**src/rtl/mem_port_arbiter.sv**
```systemverilog
// Two-master arbiter for a single word-addressed memory port; grant is combinational, read data returns 1 cycle after grant.
// Losers and non-owners wait with req held; ARB_ROUND_ROBIN_EN selects round-robin over fixed port-0 priority on contention.
module mem_port_arbiter #(
  parameter int AW = 16,
  parameter int DW = 16
) (
  input  logic          clk,
  input  logic          rst,
  input  logic          m0_req,
  input  logic          m0_we,
  input  logic          m0_lock,
  input  logic [AW-1:0] m0_addr,
  input  logic [DW-1:0] m0_wdata,
  output logic          m0_gnt,
  output logic          m0_rvalid,
  output logic [DW-1:0] m0_rdata,
  input  logic          m1_req,
  input  logic          m1_we,
  input  logic          m1_lock,
  input  logic [AW-1:0] m1_addr,
  input  logic [DW-1:0] m1_wdata,
  output logic          m1_gnt,
  output logic          m1_rvalid,
  output logic [DW-1:0] m1_rdata,
  output logic          mem_en,
  output logic          mem_we,
  output logic [AW-1:0] mem_addr,
  output logic [DW-1:0] mem_wdata,
  input  logic [DW-1:0] mem_rdata
);

  typedef enum logic [1:0] {
    OWN_NONE = 2'd0,
    OWN_P0   = 2'd1,
    OWN_P1   = 2'd2
  } owner_t;

  owner_t        owner;
  logic          last;
  logic          rd_pend;
  logic          rd_port;
  logic [AW-1:0] addr_q;
  logic [DW-1:0] wdata_q;
  logic          p0_first;
  logic          gnt0_c;
  logic          gnt1_c;

  // last == 1 means port 1 won most recently, so port 0 is next in turn.
`ifdef ARB_ROUND_ROBIN_EN
  assign p0_first = last;
`else
  assign p0_first = 1'b1 | last;
`endif

  always_comb begin
    gnt0_c = 1'b0;
    gnt1_c = 1'b0;
    if (!rst) begin
      case (owner)
        OWN_P0:  gnt0_c = m0_req;
        OWN_P1:  gnt1_c = m1_req;
        default: begin
          if (m0_req && (!m1_req || p0_first))
            gnt0_c = 1'b1;
          else if (m1_req)
            gnt1_c = 1'b1;
        end
      endcase
    end
  end

  always_comb begin
    mem_en    = gnt0_c | gnt1_c;
    mem_we    = 1'b0;
    mem_addr  = addr_q;
    mem_wdata = wdata_q;
    if (gnt0_c) begin
      mem_we    = m0_we;
      mem_addr  = m0_addr;
      mem_wdata = m0_wdata;
    end else if (gnt1_c) begin
      mem_we    = m1_we;
      mem_addr  = m1_addr;
      mem_wdata = m1_wdata;
    end
  end

  assign m0_gnt    = gnt0_c;
  assign m1_gnt    = gnt1_c;
  assign m0_rvalid = !rst && rd_pend && !rd_port;
  assign m1_rvalid = !rst && rd_pend && rd_port;
  assign m0_rdata  = mem_rdata;
  assign m1_rdata  = mem_rdata;

  always_ff @(posedge clk) begin
    if (rst) begin
      owner   <= OWN_NONE;
      last    <= 1'b1;
      rd_pend <= 1'b0;
      rd_port <= 1'b0;
      addr_q  <= '0;
      wdata_q <= '0;
    end else begin
      rd_pend <= mem_en && !mem_we;
      if (mem_en) begin
        rd_port <= gnt1_c;
        last    <= gnt1_c;
        addr_q  <= mem_addr;
        wdata_q <= mem_wdata;
      end
      // A lock taken this cycle wins over release of the current owner.
      if (gnt0_c && m0_lock)
        owner <= OWN_P0;
      else if (gnt1_c && m1_lock)
        owner <= OWN_P1;
      else if ((owner == OWN_P0 && !m0_lock) || (owner == OWN_P1 && !m1_lock))
        owner <= OWN_NONE;
    end
  end

endmodule
```
**config.mk**
```make
export PLATFORM = sky130hd
export DESIGN_NAME = mem_port_arbiter
export DESIGN_NICKNAME = d
export VERILOG_FILES = /design/src/rtl/mem_port_arbiter.sv
export SDC_FILE = /design/constraint.sdc
export NUM_CORES = 1
export LEC_CHECK = 0
export BUFFER_PORTS_ARGS = -buffer_cell sky130_fd_sc_hd__buf_2
export CAP_MARGIN = 30
export CELL_PAD_IN_SITES_DETAIL_PLACEMENT = 1
export CELL_PAD_IN_SITES_GLOBAL_PLACEMENT = 2
export CORE_MARGIN = 1.5
export CORE_UTILIZATION = 24
export CTS_BUF_LIST = sky130_fd_sc_hd__clkbuf_8
export DETAILED_ROUTE_END_ITERATION = 8
export PLACE_DENSITY_LB_ADDON = 0.1
export SKIP_LAST_GASP = 1
export SLEW_MARGIN = 5
export SYNTH_ARGS = -nofsm -noshare
export SYNTH_HDL_FRONTEND = slang
export SYNTH_SLANG_ARGS = --single-unit
```
**constraint.sdc**
```tcl
create_clock -name clk -period 3.7 [get_ports clk]
set_clock_uncertainty 0.2 [all_clocks]
set_input_delay 0.74 -clock clk [delete_from_list [all_inputs] [get_ports clk]]
set_output_delay 0.74 -clock clk [all_outputs]
set_load 0.01 [all_outputs]
```
==> summary.txt, run 1 <==
Synthesis
  • Synth area leader: dfxtp_1
  • Synth warnings: 0
  • Area contributors post-synth: dfxtp_1, o311ai_0, buf_4, a31oi_1, nand4_1
  • Mapped Nets: about 380
  • #FFs+latches synth: 36
  • Distinct cells, synth: 32
  • Commonest cells in the netlist: dfxtp_1, a31oi_1, nand4_1
  • Mean Syn Cell Area: between 8 and 9 um^2
  • Synthesized instance count: roughly 290
  • Sequential share of the synthesized area: 30.3%
  • Number of flops mapped to enable cells by yosys: 0
  • Leading cell type by number of instances after synthesis: dfxtp_1
  • Ys flop type: dfxtp_1
  • FFs w/ async S/R, synth: 0%
  • Yosys top cell area share: a little under a third
  • Mapped cell area: approximately 2400 um^2

GRT
  • Initial antenna violation count: 0
  • Largest net degree at the start of global routing: 38
  • Global-route wire length before repair: 12800 um
  • Vias in the first global route: approximately 2500
  • Gr usage total: 15.6%
  • Congestion Overflow GR: 0

Outcome
  • Status: finished clean

Power and ir drop
  • Peak supply drop: 0.000122 V
  • Power per Cell Area: 350 nW/um^2
  • Lkg Pwr: 1.26 nW

CTS
  • H-tree levels: 2
  • Clk pin slew, worst setup/hold paths: 0.07 ns
  • CTS tree: built
  • TritonCTS Sinks: 36
  • Hold-fix buffers at CTS: 0
  • Setup Fix Bufs, Post-CTS: 0
  • Clock Latency Late Sink: 0.28 ns
  • Clock root buffer: clkbuf_8
  • Cts repair resizes: 0
  • Number of buffers created by CTS: 5
  • Clk buf depth: 2

Route
  • Vias: around 2400
  • Drt first pass iters: 4
  • Final WL: 8060 um
  • ANT nets after route: 0
  • Residual DRC count: 0
  • Vias per std cell: 4.97
  • Initial drt markers: slightly below 70
  • Routed WL per cell: ~17 um

Cells and area
  • Area Growth Syn to Fin: 19.2%
  • ANT cells: 0
  • Fillcell total: around 1200
  • Share of layout cells above drive strength 1: 44.6%
  • Final #Nets: 440

STA
  • Final Max Slew Viols: 0
  • Setup-failing EPs final: 0
  • Period utilisation layout: 93.7%
  • Final hold vios: 0
  • Slew of the pin with the lowest slew margin: between 0.7 and 0.8 ns
  • RSZ-0062 raised after global routing: false
  • Min Tclk post-route: around 3.5 ns
  • Slew margin rel.: 47.2%
  • F_max: 288 MHz
  • Setup TNS: 0 ns
  • Post-route setup slack: around 0.23 ns

Die
  • Die Height: ~100 um
  • Core ar.: between 9000 and 10000 um^2
  • Die X: just over 100 um
  • DIE AREA: roughly 11000 um^2
  • # rows: 36
  • Initial core utilization: between 20% and 30%
  • I/O Pins: ~160

Worst setup path
  • Crit end category: primary output
  • Worst setup path class: flip-flop to primary output
  • Critical path fanouts, max: 24
  • CP Launch Type: flip-flop
  • CP arrival: between 2 and 3 ns
  • Data required, critical path: roughly 2.8 ns

Job
  • Max Cap Viol: 0

Placement
  • Detailed placement HPWL: roughly 5700 um
  • IO buf count: about 110
  • Routability congestion estimate: roughly 0.7
  • DP Worst Slack: ~0.4 ns

Hold path
  • Worst min path class: flip-flop to flip-flop
## cell usage in the layout (no fill, tap or decap), drive strengths merged
cell type  Yosys  layout
nand3         32      32
nor2b          1       1
o211ai         1       1
or2            1       1
dfxtp         36      36
a21o           1       1
a211oi         1       1
ha             2       2
and2           2       2
a31oi         33      33
nand2b         2       2
inv            6       7
buf           40     118
nand4         33      33
nor2           1       1
nand2         33      33
a221oi         1       1
or3b           1       1
a31o           1       1
nor3b          1       1
nor3           1       1
clkinv         0       1
o2111a         1       1
and3           1       1
a22o           1       1
clkbuf        23       5
o311ai        32      32
## critical path, stage by stage (launching register included)
cell and delay, ns:
dfxtp_1 0.35, inv_1 0.05, ha_1 0.34, and2_1 0.43
buf_4 0.30, o311ai_0 0.48, nand3_1 0.13, buf_2 0.16
## metal layers
metal	up-vias	GRT usage, %	wire length [um]
met5	-	0	0
met4	0	3.69	44
met3	6	3.12	414
met2	63	25.3	3770
met1	1125	21.3	3840
li1	1208	-	-
## registers in the layout, summed over array words and instances, names as in the netlist
signal and count:
addr_q 16, owner 2, rd_pend 1, rd_port 1
wdata_q 16
## kinds of logic after synthesis
logic type,after synthesis,share of synthesized area [%]
simple gates,109,26.3
buf+inv,69,19.3
compound gates,72,23.0
flops,36,30.3
fa+ha+maj,2,1.05
## path summary, 6_finish.rpt
path	endpoint	depth (start not counted)	slack [ns]	startpoint
setup / recovery	mem_wdata[3]	7	0.23	owner[0]
hold / removal	rd_port	1	0.31	rd_port
setup reg to reg	wdata_q[3]	6	1.25	owner[0]
hold reg to reg	rd_port	1	0.31	rd_port
## report_power, final
part | internal, mW | switching [mW]
Combinational | 0.118 | 0.191
Clock | 0.125 | 0.134
Sequential | 0.416 | 0.00785
Total | 0.659 | 0.333
## stage by stage
stage / cells / utilization, % / area (um^2) / hold WS (ns) / power (mW)
after floorplan: 288 / - / 2380 / 0.276 / 0.649
after global placement: 475 / 28.3 / 2740 / 0.308 / 0.739
after detailed placement: 476 / 28.5 / 2760 / 0.302 / 0.744
final: 483 / 29.3 / 2840 / 0.313 / 0.992
after CTS: 483 / 29.3 / 2840 / 0.319 / 1.01
after global routing: 483 / 29.3 / 2840 / 0.343 / 1.06
## final cells by class
| class | count | area [um^2] | area share (%) |
|---|---|---|---|
| timing repair buffer | 118 | 633 | 22.3 |
| sequential | 36 | 721 | 25.4 |
| tap | 133 | 166 | 5.87 |
| clock buffer | 5 | 68.8 | 2.43 |
| multi-input combinational | 183 | 1200 | 42.4 |
| inverter | 6 | 35.0 | 1.24 |
| clock inverter | 2 | 8.76 | 0.309 |
Power figures use the tool's default switching activity.
==> inputs of run 2 (changes only) <==
--- a/config.mk
+++ b/config.mk
@@ -13,7 +13,8 @@
 export CORE_UTILIZATION = 24
 export CTS_BUF_LIST = sky130_fd_sc_hd__clkbuf_8
 export DETAILED_ROUTE_END_ITERATION = 8
-export PLACE_DENSITY_LB_ADDON = 0.1
+export GPL_TIMING_DRIVEN = 0
+export PLACE_DENSITY_LB_ADDON = 0.12
 export SKIP_LAST_GASP = 1
 export SLEW_MARGIN = 5
 export SYNTH_ARGS = -nofsm -noshare
==> run 2 against run 1 <==
  * Sequential power hardly changed
  * Cell area is 18% higher
  * Total power is 8.5% higher
  * Via count is 17% higher
  * Critical path depth stayed put
  * Sequential share of layout area is 3.8 points lower
  * Wire length is 6.9% higher
  * Non-clock buffer count is 86 higher
  * Utilization is 5.2 points higher
  * Global-route usage is 0.37 points higher
  * Flip-flop and latch count stayed put
  * Highest routed layer unchanged
==> summary.txt, run 2 (synthesis results as in run 1) <==
Cells and area
  • Final non-filler cell area: 3340 um^2 (+18%)
  • Biggest regs: addr_q (16), wdata_q (16), owner (2)
  • Final #Nets: 526 (+20%)
  • Final std cells w/o fill: 570 (+18%)
  • Most frequent cells in the layout: buf_2, dfxtp_1, nand4_1, a31oi_1
  • Most common cell after layout, fill and taps aside: buf_2
  • ANT cells: 0 (unchanged)
  • Share of layout cells above drive strength 1: 50.3% (+5.8 points)
  • Area Growth Syn to Fin: 40.3%
  • Final core occ: 34.5% (+5.2 points)

Power and ir drop
  • Power per Cell Area: 322 nW/um^2 (-7.9%)
  • Lkg Pwr: 1.57 nW (+25%)
  • Peak supply drop: 0.000130 V (+7.2%)

Route
  • Routed WL per cell: 15.1 um (-9.4%)
  • Residual DRC count: 0 (unchanged)
  • Drt first pass iters: 4 (unchanged)
  • Vias per std cell: 4.94 (-0.69%)
  • Vias: 2815 (+17%)
  • ANT nets after route: 0 (unchanged)
  • Final WL: 8620 um (+6.9%)
  • Initial drt markers: 49 (-29%)

Worst setup path
  • Crit end category: primary output
  • Critical path fanouts, max: 10 (-58%)
  • CP arrival: 2.41 ns (-0.12 ns)
  • Worst setup path class: flip-flop to primary output
  • R2R cell count: 6 (unchanged)
  • Data required, critical path: 2.76 ns (about the same)
  • R2r setup slk: 1.38 ns (+0.13 ns)
  • CP Launch Type: flip-flop

STA
  • RSZ-0062 raised after global routing: false
  • Period utilisation layout: 90.7% (-3.1 points)
  • Final Max Slew Viols: 0 (unchanged)
  • Post-route setup slack: 0.345 ns (+0.113 ns)
  • Final hold vios: 0 (unchanged)
  • Slew margin rel.: 63.0% (+16 points)
  • F_max: 298 MHz (+3.4%)
  • Setup TNS: 0 ns (unchanged)
  • Setup-failing EPs final: 0 (unchanged)
  • Slew of the pin with the lowest slew margin: 0.547 ns (-0.244 ns)
  • Min Tclk post-route: 3.35 ns (-0.113 ns)

Job
  • Max Cap Viol: 0 (unchanged)

GRT
  • Vias in the first global route: 2749 (+8.8%)
  • Congestion Overflow GR: 0 (unchanged)
  • Largest net degree at the start of global routing: 13 (-66%)
  • Initial antenna violation count: 0 (unchanged)
  • Gr usage total: 16.0% (+0.37 points)
  • Global-route wire length before repair: 13100 um (+2.4%)

CTS
  • Hold-fix buffers at CTS: 0 (unchanged)
  • Clk pin slew, worst setup/hold paths: 0.07 ns (about the same)
  • Clk buf depth: 2 (unchanged)
  • Number of buffers created by CTS: 5 (unchanged)
  • H-tree levels: 2 (unchanged)
  • Cts repair resizes: 0 (unchanged)
  • CTS tree: built
  • Setup Fix Bufs, Post-CTS: 0 (unchanged)
  • Clock Latency Late Sink: 0.28 ns (about the same)
  • Clock root buffer: clkbuf_8
  • TritonCTS Sinks: 36 (unchanged)

Die
  • Die Height: 103 um (unchanged)
  • # rows: 36 (unchanged)
  • Initial core utilization: 24.6% (unchanged)
  • Core ar.: 9680 um^2 (unchanged)
  • I/O Pins: 158 (unchanged)
  • DIE AREA: 10500 um^2 (unchanged)
  • Die X: 103 um (unchanged)

Hold path
  • Hold Path Stages: 1 (unchanged)
  • Worst min path class: flip-flop to flip-flop

Placement
  • DP Worst Slack: 0.529 ns (+0.123 ns)
  • DP Cell Count: 562 (+18%)
  • Routability congestion estimate: 0.689 (-3.2%)
  • Detailed placement HPWL: 6440 um (+14%)
  • IO buf count: 141 (+29%)
  • Placement Cell Area: 3250 um^2 (+18%)

Outcome
  • Status: finished clean
-- run 2: worst paths after layout --
kind | from | end
hold / removal | rd_port | rd_port
setup / recovery | owner[0] | mem_addr[1]
setup reg to reg | owner[0] | addr_q[1]
hold reg to reg | rd_port | rd_port
-- run 2: final cells by class --
| cell class | count | area, um^2 |
|---|---|---|
| plain buffers | 63 | 425 |
| clock buffers | 5 | 68.8 |
| clock inverters | 3 | 18.8 |
| fillers | 1229 | 6340 |
| inverters | 6 | 35.0 |
| multi-input cells | 183 | 1200 |
| flip-flops and latches | 36 | 721 |
| well taps | 133 | 166 |
| repair buffers | 141 | 706 |
-- run 2: through the flow --
stage | total power, mW | hold WS, ns
after floorplan | 0.649 | 0.276
after global placement | 0.804 | 0.287
after detailed placement | 0.806 | 0.294
after CTS | 1.09 | 0.311
after global routing | 1.15 | 0.360
final | 1.08 | 0.313
-- run 2: report_power, final --
| group | total (mW) | internal, mW | leakage [nW] | switching (mW) |
|---|---|---|---|---|
| sequential | 0.423 | 0.416 | 0.296 | 0.00733 |
| combinational | 0.372 | 0.157 | 1.22 | 0.215 |
| clock | 0.282 | 0.131 | 0.0479 | 0.151 |
-- run 2: per-layer routing --
metal | global-route usage [%] | vias to the layer above | wire (um)
li1 | - | 1382 | -
met3 | 3.25 | 8 | 487
met4 | 3.37 | 0 | 74
met2 | 26.2 | 95 | 4000
met1 | 21.7 | 1330 | 4060
met5 | 0 | - | 0
-- run 2: critical path, cell delays in order, from the launching register on --
cell and delay (ns):
dfxtp_1 0.36, inv_1 0.05, ha_1 0.32, and2_1 0.26, clkbuf_1 0.26, o311ai_0 0.57
nand3_1 0.13, buf_2 0.16
